==> src/rtl/timer_pkg.sv <==
// Shared constants for the timer block: TCR bit positions, clock-select encoding, register map.
package timer_pkg;

  localparam int TCR_LOAD   = 7;
  localparam int TCR_DIR    = 5;
  localparam int TCR_EN     = 4;
  localparam int TCR_CKS_HI = 1;
  localparam int TCR_CKS_LO = 0;

  localparam int PSC_W = 4;

  typedef enum logic [1:0] {
    CKS_DIV2  = 2'b00,
    CKS_DIV4  = 2'b01,
    CKS_DIV8  = 2'b10,
    CKS_DIV16 = 2'b11
  } cks_e;

  localparam logic [7:0] ADDR_TDR = 8'h00;
  localparam logic [7:0] ADDR_TCR = 8'h01;
  localparam logic [7:0] ADDR_TSR = 8'h02;

  // Prescaler bits [cks:0] that must all be ones for a tick.
  function automatic logic [PSC_W-1:0] cks_mask(input cks_e c);
    logic [PSC_W:0] w_full;
    w_full = (5'd2 << c) - 5'd1;
    return w_full[PSC_W-1:0];
  endfunction

endpackage

==> src/rtl/timer_prescaler.sv <==
// Prescaler and tick generator. Define TIMER_EXT_CLK_EN to let cks=11 count
// synchronised rising edges of ext_clk instead of pclk/16.
module timer_prescaler
  import timer_pkg::*;
(
  input  logic pclk,
  input  logic presetn,
  input  logic i_en,
  input  logic i_clr,
  input  cks_e i_cks,
`ifdef TIMER_EXT_CLK_EN
  input  logic i_ext_clk,
`endif
  output logic o_tick
);

  logic [PSC_W-1:0] r_psc;
  logic [PSC_W-1:0] w_mask;
  logic             w_psc_tick;

  // Held at zero while disabled so re-enable always starts a full period.
  always_ff @(posedge pclk or negedge presetn) begin
    if (!presetn)             r_psc <= '0;
    else if (i_clr || !i_en)  r_psc <= '0;
    else                      r_psc <= r_psc + 1'b1;
  end

  assign w_mask     = cks_mask(i_cks);
  assign w_psc_tick = i_en && ((r_psc & w_mask) == w_mask);

`ifdef TIMER_EXT_CLK_EN
  logic [2:0] r_ext_sync;
  logic       w_ext_rise;

  // Two flops for metastability, a third to find the rising edge.
  always_ff @(posedge pclk or negedge presetn) begin
    if (!presetn) r_ext_sync <= '0;
    else          r_ext_sync <= {r_ext_sync[1:0], i_ext_clk};
  end

  assign w_ext_rise = r_ext_sync[1] & ~r_ext_sync[2];
  assign o_tick     = (i_cks == CKS_DIV16) ? (i_en & w_ext_rise) : w_psc_tick;
`else
  assign o_tick     = w_psc_tick;
`endif

endmodule

==> src/rtl/timer_counter.sv <==
// Up/down timer counter with edge-triggered reload and one-cycle overflow/underflow flags.
// Build with TIMER_EXT_CLK_EN to add the ext_clk input used by cks=11.
module timer_counter
  import timer_pkg::*;
#(
  parameter int DATA_WIDTH = 8
) (
  input  logic                  pclk,
  input  logic                  presetn,
  input  logic [DATA_WIDTH-1:0] tdr_reg,
  input  logic [DATA_WIDTH-1:0] tcr_reg,
`ifdef TIMER_EXT_CLK_EN
  input  logic                  ext_clk,
`endif
  output logic                  s_ovf,
  output logic                  s_udf,
  output logic [DATA_WIDTH-1:0] tcnt
);

  localparam logic [DATA_WIDTH-1:0] ONE = 1;

  logic [DATA_WIDTH-1:0] r_tcnt;
  logic                  r_load_q;
  logic                  r_ovf;
  logic                  r_udf;
  logic                  w_load_edge;
  logic                  w_tick;
  logic                  w_dir;
  logic                  w_en;
  cks_e                  w_cks;
  logic                  w_unused_tcr;

  assign w_load_edge  = tcr_reg[TCR_LOAD] & ~r_load_q;
  assign w_dir        = tcr_reg[TCR_DIR];
  assign w_en         = tcr_reg[TCR_EN];
  assign w_cks        = cks_e'(tcr_reg[TCR_CKS_HI:TCR_CKS_LO]);
  assign w_unused_tcr = ^{tcr_reg[6], tcr_reg[3:2]};

  timer_prescaler u_psc (
    .pclk      (pclk),
    .presetn   (presetn),
    .i_en      (w_en),
    .i_clr     (w_load_edge),
    .i_cks     (w_cks),
`ifdef TIMER_EXT_CLK_EN
    .i_ext_clk (ext_clk),
`endif
    .o_tick    (w_tick)
  );

  // Load has priority over a coincident tick and suppresses its flag.
  always_ff @(posedge pclk or negedge presetn) begin
    if (!presetn) begin
      r_tcnt   <= '0;
      r_load_q <= 1'b0;
      r_ovf    <= 1'b0;
      r_udf    <= 1'b0;
    end else begin
      r_load_q <= tcr_reg[TCR_LOAD];
      r_ovf    <= 1'b0;
      r_udf    <= 1'b0;
      if (w_load_edge) begin
        r_tcnt <= tdr_reg;
      end else if (w_tick) begin
        if (w_dir) begin
          r_tcnt <= r_tcnt - ONE;
          r_udf  <= (r_tcnt == '0);
        end else begin
          r_tcnt <= r_tcnt + ONE;
          r_ovf  <= &r_tcnt;
        end
      end
    end
  end

  assign tcnt  = r_tcnt;
  assign s_ovf = r_ovf;
  assign s_udf = r_udf;

endmodule

==> config.mk <==
export PLATFORM = sky130hd
export DESIGN_NAME = timer_counter
export DESIGN_NICKNAME = d
export VERILOG_FILES = /design/src/rtl/timer_pkg.sv /design/src/rtl/timer_prescaler.sv /design/src/rtl/timer_counter.sv
export SDC_FILE = /design/constraint.sdc
export NUM_CORES = 1
export LEC_CHECK = 0
export CORE_MARGIN = 2
export CORE_UTILIZATION = 25
export CTS_BUF_LIST = sky130_fd_sc_hd__clkbuf_8
export DETAILED_ROUTE_END_ITERATION = 7
export GPL_TIMING_DRIVEN = 0
export SYNTH_ARGS = -nofsm -noshare
export SYNTH_HDL_FRONTEND = slang
export SYNTH_SLANG_ARGS = --single-unit
==> constraint.sdc <==
create_clock -name pclk -period 3.7 [get_ports pclk]
set_clock_uncertainty 0.2 [all_clocks]
set_input_delay 0.74 -clock pclk [delete_from_list [all_inputs] [get_ports pclk]]
set_output_delay 0.74 -clock pclk [all_outputs]
set_load 0.02 [all_outputs]
Word-level counts from Yosys, hierarchy flattened. Index checks and enable logic that the tools add are counted.

Register bits after elaboration: 15. Bits of input ports: 18. Output and inout bits: 10.

Add/subtract/negate cells: 4. Eq/ne operators: 1. Shift-type cells: 1. Multiplexer cells: 10. Bitwise operators: 3. Reductions and logical operators: 6.

Operator list (number): $mux W8 (3); $add A8 B1 Y8 const B (1); $logic_not A8 Y1 (1); $reduce_and A8 Y1 (1); $sub A8 B1 Y8 const B (1); $mux W1 (6); $add A4 B1 Y4 const B (1); $and A4 B4 Y4 (1); $eq A4 B4 Y1 (1); $mux W4 (1); $shl A2 B2 Y4 const A (1); $sub A4 B1 Y4 const B (1); $reduce_bool A2 Y1 (1); $and A1 B1 Y1 (1); $logic_and A1 B1 Y1 (1); $logic_not A1 Y1 (1); $logic_or A1 B1 Y1 (1); $not A1 Y1 (1).

Logic depth before layout (Yosys ltp). Gate-level depths: netlist of run 1.

Word-level depth: 7. Depth in mapped cells: 8.

Cells and area by module. From an unflattened synthesis of run 1, not the netlist that was laid out.

Cell total of the unflattened synthesis: 114. Area total of the unflattened synthesis: 1003.5 sq um.

By module, submodules not included: timer_counter (times used 1, cells an instance 95, area an instance 812.0 sq um, sequential area each 275.3 sq um); timer_prescaler (times used 1, cells an instance 19, area an instance 191.4 sq um, sequential area each 100.1 sq um).

Worst setup path after synthesis of run 1. Ideal clock, no wire load.

Kind: input to register. Start point: in tcr_reg[5]. End point: reg r_tcnt[7] (netlist: tcnt[7]). Setup time: 0.131 ns. Arrival: 2.204 ns. Required time: 3.369 ns. Path slack: 1.164 ns. Cell stages on the path: 7. Cells stage by stage: ha_1 a21o_1 a21o_1 a211o_1 nand4_1 nand2_1 or3_1.

Cells in the longest elaborated chain, start to end: 3.

Ends and longest elaborated chain: from (decl) (line timer_counter.sv:11) `input logic [DATA_WIDTH-1:0] tcr_reg,`; $mux W8 (line timer_counter.sv:65) `if (w_dir) begin`; $mux W8 (line timer_counter.sv:64) `end else if (w_tick) begin`; $mux W8 (line timer_counter.sv:62) `if (w_load_edge) begin`; to (signal assigned) (line timer_counter.sv:63) `r_tcnt <= tdr_reg;`; to (signal assigned) (line timer_counter.sv:66) `r_tcnt <= r_tcnt - ONE;`; to (signal assigned) (line timer_counter.sv:69) `r_tcnt <= r_tcnt + ONE;`; to (decl) (line timer_counter.sv:22) `logic [DATA_WIDTH-1:0] r_tcnt;`.

Every way passes these cells. The select of a mux whose other input is x is not followed. A chain may end at the register's enable or synchronous reset.

Worst setup path after layout of run 1. Ends and elaborated chain as after synthesis.

==> results of run 1 <==
==> per-stage QoR <==
step	total power [mW]	instances	setup WS, ns	util, %
after detailed placement	0.427	183	0.325	34.6
after CTS	0.567	187	0.589	36.0
after floorplan	0.344	111	1.16	-
final	0.559	187	0.569	36.0
after global placement	0.419	183	0.364	34.6
after global routing	0.600	187	0.484	36.0
==> worst register-to-register path, stage by stage (launching register included) <==
cell and delay (ns):
dfrtp_1 0.44, ha_1 0.38, a21o_1 0.21, a21o_1 0.17, a211o_1 0.34, nand4_1 0.12, nand2_1 0.06, or3_1 0.36
==> metal layers <==
layer	GRT usage [%]	vias up	part of all wire, %
met2	20.0	27	48
met3	2.20	5	5.7
met4	5.36	0	2.0
li1	-	451	-
met5	0	-	0
met1	14.3	400	44
==> power breakdown <==
part	switching [mW]	leakage, nW	internal (mW)
clock	0.0610	0.0217	0.0757
sequential	0.0299	0.191	0.182
combinational	0.103	0.368	0.106
==> final cells by class <==
| type | count | area, µm² | share of cell area (%) |
|---|---|---|---|
| multi-input combinational | 88 | 573 | 42.9 |
| sequential | 15 | 375 | 28.1 |
| timing repair buffer | 24 | 240 | 18.0 |
| tap | 48 | 60.1 | 4.49 |
| clock buffer | 3 | 41.3 | 3.09 |
| buffer | 3 | 20.0 | 1.50 |
| inverter | 5 | 18.8 | 1.40 |
| clock inverter | 1 | 7.51 | 0.562 |
==> placed cells by master (no fill, tap or decap), drive strengths merged <==
| master | instances |
|---|---|
| fa | 1 |
| clkinvlp | 1 |
| a211o | 1 |
| and3 | 1 |
| nor3 | 2 |
| nand2 | 20 |
| nor4 | 3 |
| clkbuf | 4 |
| nor2b | 1 |
| a21o | 4 |
| dfrtp | 15 |
| nor2 | 6 |
| clkdlybuf4s50 | 24 |
| ha | 7 |
| a21oi | 6 |
| mux2i | 3 |
| a2bb2oi | 1 |
| a211oi | 1 |
| nand4 | 2 |
| xor2 | 2 |
| nand3 | 5 |
| or3 | 1 |
| o21ai | 10 |
| nand2b | 2 |
| o211ai | 1 |
| xnor2 | 6 |
| o21bai | 1 |
| buf | 2 |
| a221oi | 1 |
| inv | 5 |
==> state kept, by name, summed over array words and instances (netlist names) <==
register	count
u_psc.r_psc	4
s_ovf	1
tcnt	8
s_udf	1
r_load_q	1
==> kinds of logic (layout without fill, tap and decap cells) <==
kind of cell	after synthesis	after routing	share of synthesized area, %
AOI/OAI and AO/OA	26	26	17.2
DFF	15	15	38.0
buffers and inverters	8	36	3.93
muxes	3	3	3.04
and+or+nand+nor	43	43	19.8
xor gates and xnor gates	8	8	7.10
adders and majority gates	8	8	10.9
==> worst paths after layout <==
check                               start             end  slack, ns  depth (start not counted)
setup / recovery               tcr_reg[5]         tcnt[7]       0.57                          8
hold / removal             u_psc.r_psc[0]  u_psc.r_psc[0]       0.28                          1
setup reg to reg                  tcnt[4]         tcnt[7]       1.32                          7
hold reg to reg            u_psc.r_psc[0]  u_psc.r_psc[0]       0.28                          1
max in group asynchronous         presetn         tcnt[3]       2.14                          1
min in group asynchronous         presetn  u_psc.r_psc[2]       0.71                          1
==> impl_metrics.csv, run 1 <==
group,metric,value,unit
final_layout,final_layout_size_suffix_gt1_share,5.76,%
pwr,ir_drop,102,µV
place,gp_congestion,0.800,
timing,tightestPinTransition,0.706,ns
synthesis,syn_nets,137,
routing,vias_per_cell,4.72,
grt,first_global_vias,848,
synthesis,synth_top_area_cell,"dfrtp_1",
critical_path,cp.required,3.63,ns
routing,vias,883,
grt,antenna_found_initial,0,
synthesis,synth_top_area_share,38.0,%
timing,setup-violations-final,0,
place,port-buffer-count,24,
synthesis,postSynthCellCount,111,
synthesis,ys_ff_latch,15,
floorplanning,initial_core_util,26.6,%
routing,wl,2.31,mm
clocking,insertion_delay,0.25,ns
place,post-dp-hpwl,1.82,mm
floorplanning,die_area,4470,µm²
floorplanning,die_w,66.8,µm
clocking,post_cts_buffers,0,
floorplanning,io-pin-count,28,
synthesis,yosysMostFrequentCell,"nand2_1",
critical_path,crit_family,"compound AO/OA/AOI/OAI gates",
synthesis,yosys_warnings,0,
grt,grt_max_degree,16,
clocking,cts_root_buf,"clkbuf_8",
floorplanning,coreArea,3720,µm²
synthesis,synth_edf_count,0,
timing,hold_viol_final,0,
timing,hold_slack,0.283,ns
routing,drt_drc_violations_left,0,
final_layout,area_growth,35.4,%
critical_path,crit_buf_inv,1,
routing,routedWlPerCell,12.3,µm
final_layout,design_area,1340,µm²
synthesis,synth_area,987,µm²
critical_path,start_kind,"primary input",
critical_path,path_common_cell,"a21o_1",
timing,min_period,3.13,ns
final_layout,num-fill-cells,391,
critical_path,max_stage_delay,0.61,ns
routing,drtIter0Drc,25,
final_layout,antenna_cells,0,
routing,dr.pass1.iters,4,
timing,rsz0062_at_grt,"no",
pwr,cellLeakagePower,0.580,nW
synthesis,synth.avg_cell_area,8.89,µm²
synthesis,synth_area_leaders,"dfrtp_1 (38%), ha_1 (8.9%), nand2_1 (7.6%)",
critical_path,arrival,3.06,ns
grt,grt_util_all_layers,11.8,%
synthesis,synth_ff_type,"dfrtp_1",
floorplanning,rows,22,
floorplanning,die_h,66.8,µm
run_status,status,"finished clean",
clocking,clk_pin_slew,0.06,ns
synthesis,async_reset_ff_share,100,%
job,drv_cap,0,
clocking,ctsResizeCount,0,
clocking,cts_hold_buf,0,
critical_path,worstSetupEndpointType,"register",
synthesis,synth_common_cells,"nand2_1 (20), dfrtp_1 (15), ha_1 (7), o21ai_1 (7)",
timing,drv_slew,0,
timing,setup_tns,0,ns
final_layout,nNetsFinal,166,
critical_path,path_class,"in -> reg",
synthesis,synth_cell_types,30,
timing,max_freq,319,MHz
grt,grt.overflow.total,0,
routing,ant_nets,0,
place,place_area,1290,µm²
critical_path,worstPathMaxFanout,10,
critical_path,crit_chain,"clkdlybuf4s50_1 > ha_1 > a21o_1 > a21o_1 > a211o_1 > nand4_1 > nand2_1 > or3_1",
clocking,cts.sinks,15,
timing,min_period_over_period,84.6,%
pwr,p_per_area,418,nW/µm²
clocking,cts_tree,"built",
timing,slew-limit-headroom,52.8,%
clocking,htree_num_levels,1,
clocking,cts_buffers,3,
clocking,clk_path_buf_depth,2,
synthesis,synth-seq-area-share,38.0,%
critical_path,cp_slowest_cell,"clkdlybuf4s50_1",
hold_path,hold_class,"reg -> reg",
grt,grt_pass1_wl,3.91,mm
(Power assumes the default switching activity.)
==> run 2, diff against run 1 <==
Clock period 3.7 ns to 3.3 ns, I/O delays scaled along.
==> results of run 2 <==
The final DEF is identical to that of run 1. Status: finished clean.
Main changes from that run: setup slack after placement 0.325 ns -> 0.00547 ns; setup slack after layout 0.569 ns -> 0.249 ns; register-to-register setup slack 1.32 ns -> 0.92 ns; total power 0.559 mW -> 0.626 mW; worst IR drop on VDD 102 µV -> 115 µV
==> run 3, diff against run 2 <==
Settings changed: GPL_TIMING_DRIVEN 0 to default, HOLD_SLACK_MARGIN from default to 0.06, PLACE_DENSITY from default to 0.59.
==> impl_metrics.csv, run 3 (same netlist as run 1, synthesis figures left out) <==
group,metric,value,unit
run_status,status,"finished clean",
timing,max_freq,344,MHz
routing,wl,2.31,mm
hold_path,hold_class,"reg -> reg",
floorplanning,rows,22,
clocking,clk_path_buf_depth,2,
grt,grt_use_met2,19.6,%
routing,ant_nets,0,
final_layout,mostFrequentLayoutCell,"clkdlybuf4s50_1",
grt,grt.overflow.total,0,
timing,hold_slack,0.304,ns
floorplanning,coreArea,3720,µm²
final_layout,largest_register_ffs,8,
grt,grt_max_degree,16,
grt,grt_pass1_wl,3.95,mm
pwr,pwr-share-comb,37.5,%
clocking,cts_tree,"built",
critical_path,path_class,"in -> reg",
critical_path,crit_family,"compound AO/OA/AOI/OAI gates",
timing,hold_viol_final,0,
floorplanning,initial_core_util,26.6,%
clocking,cts_buffers,3,
pwr,p_switching,219,µW
pwr,seqPwrFrac,37.9,%
critical_path,max_stage_delay,0.54,ns
routing,dr.pass1.iters,4,
routing,drt_drc_violations_left,0,
grt,grt_util_all_layers,11.6,%
critical_path,crit_buf_inv,1,
timing,rsz0062_at_grt,"no",
floorplanning,die_h,66.8,µm
critical_path,crit_path_start,"tcr_reg[5]",
timing,min_period,2.91,ns
timing,tightestPinTransition,0.691,ns
critical_path,r2r-end,"tcnt[7]",
critical_path,r2r_slack,0.98,ns
grt,met3_usage,1.86,%
grt,first_global_vias,916,
grt,busiest_layer,"met2",
clocking,cts_hold_buf,0,
grt,antenna_found_initial,0,
final_layout,final_layout_size_suffix_gt1_share,6.47,%
floorplanning,die_w,66.8,µm
clocking,insertion_delay,0.25,ns
critical_path,path_common_cell,"a21o_1",
critical_path,start_kind,"primary input",
final_layout,nNetsFinal,166,
clocking,post_cts_buffers,0,
critical_path,crit_cells,8,
pwr,ir_drop,103,µV
timing,drv_slew,0,
pwr,switching_share,34.8,%
final_layout,num-fill-cells,398,
place,gp_congestion,0.811,
routing,routedWlPerCell,12.3,µm
final_layout,final_cell_mix,"clkdlybuf4s50_1 (24), nand2_1 (20), dfrtp_1 (15), o21ai_1 (7), ha_1 (7)",
critical_path,arrival,2.84,ns
routing,vias,901,
job,drv_cap,0,
critical_path,crit_end,"tcnt[7]",
floorplanning,io-pin-count,28,
floorplanning,die_area,4470,µm²
critical_path,rr_startpoint,"tcnt[4]",
clocking,ctsResizeCount,0,
routing,vias_per_cell,4.82,
timing,min_period_over_period,88.1,%
routing,drtIter0Drc,30,
final_layout,seqCellArea,375,µm²
pwr,clkPwrFrac,24.6,%
final_layout,area_growth,35.6,%
place,post-dp-hpwl,1.79,mm
critical_path,worstPathMaxFanout,6,
critical_path,cp.required,3.23,ns
critical_path,worstSetupEndpointType,"register",
pwr,p_per_area,469,nW/µm²
clocking,cts_root_buf,"clkbuf_8",
timing,slew-limit-headroom,53.8,%
clocking,clk_pin_slew,0.07,ns
critical_path,r2r_cells,7,
pwr,cellLeakagePower,0.583,nW
clocking,cts.sinks,15,
clocking,htree_num_levels,1,
critical_path,cp_slowest_cell,"clkdlybuf4s50_1",
critical_path,crit_chain,"clkdlybuf4s50_1 > ha_1 > a21o_1 > a21o_1 > a211o_1 > nand4_1 > nand2_1 > or3_1",
place,port-buffer-count,24,
timing,setup_tns,0,ns
grt,grt_util_met1,14.5,%
pwr,internal_power,409,µW
final_layout,antenna_cells,0,
hold_path,hold_start,"u_psc.r_psc[0]",
timing,setup-violations-final,0,
final_layout,multi_input_area,573,µm²
==> run 3: cell count changes in the layout (fill, tap and decap cells not counted), sizes merged <==
| cell | change |
|---|---|
| buf | +1 |
| clkbuf | -1 |
==> run 3: layout make-up <==
cell class                      instances  share of cell area [%]
Tap cell                               48                    4.49
Clock buffer                            3                    3.08
Timing Repair Buffer                   27                    19.6
Multi-Input combinational cell         88                    42.8
Clock inverter                          1                   0.561
Inverter                                5                    1.40
Sequential cell                        15                    28.0
==> run 3: worst min-delay path by stage <==
stage | cells past startpoint | to | slack [ns]
final | 1 | u_psc.r_psc[0] | 0.30
after global routing | 1 | u_psc.r_psc[0] | 0.33
after CTS | 1 | u_psc.r_psc[0] | 0.31
after detailed placement | 1 | u_psc.r_psc[0] | 0.30
after global placement | 1 | u_psc.r_psc[0] | 0.27
after floorplan | 0 | r_load_q | 0.16
==> run 3: power groups by stage <==
stage	combinational, mW	clock, mW	sequential [mW]
after detailed placement	0.235	0	0.242
after global placement	0.231	0	0.241
final	0.235	0.154	0.238
after CTS	0.238	0.160	0.239
after global routing	0.263	0.166	0.243
after floorplan	0.131	0	0.255
==> run 3: worst register-to-register path, cell delays in order, from the launching register on <==
cell and delay [ns]:
dfrtp_1 0.43, ha_1 0.36, a21o_1 0.20, a21o_1 0.18, a211o_1 0.33, nand4_1 0.10, nand2_1 0.06, or3_1 0.36
==> run 3: metrics by stage <==
stage	power [mW]	instances	instance area (µm²)	setup WS, ns	utilization, %
finish	0.627	187	1340	0.392	36.0
global route	0.672	187	1340	0.293	36.0
CTS	0.636	187	1340	0.409	36.0
detailed placement	0.477	183	1290	0.141	34.7
global placement	0.471	183	1290	0.169	34.7
floorplan	0.386	111	987	0.844	-
==> run 3: layer usage <==
metal  vias up  share of wire, %
met2        19                48
met3         5               4.4
met5         -                 0
li1        444                 -
met4         0               1.8
met1       433                46
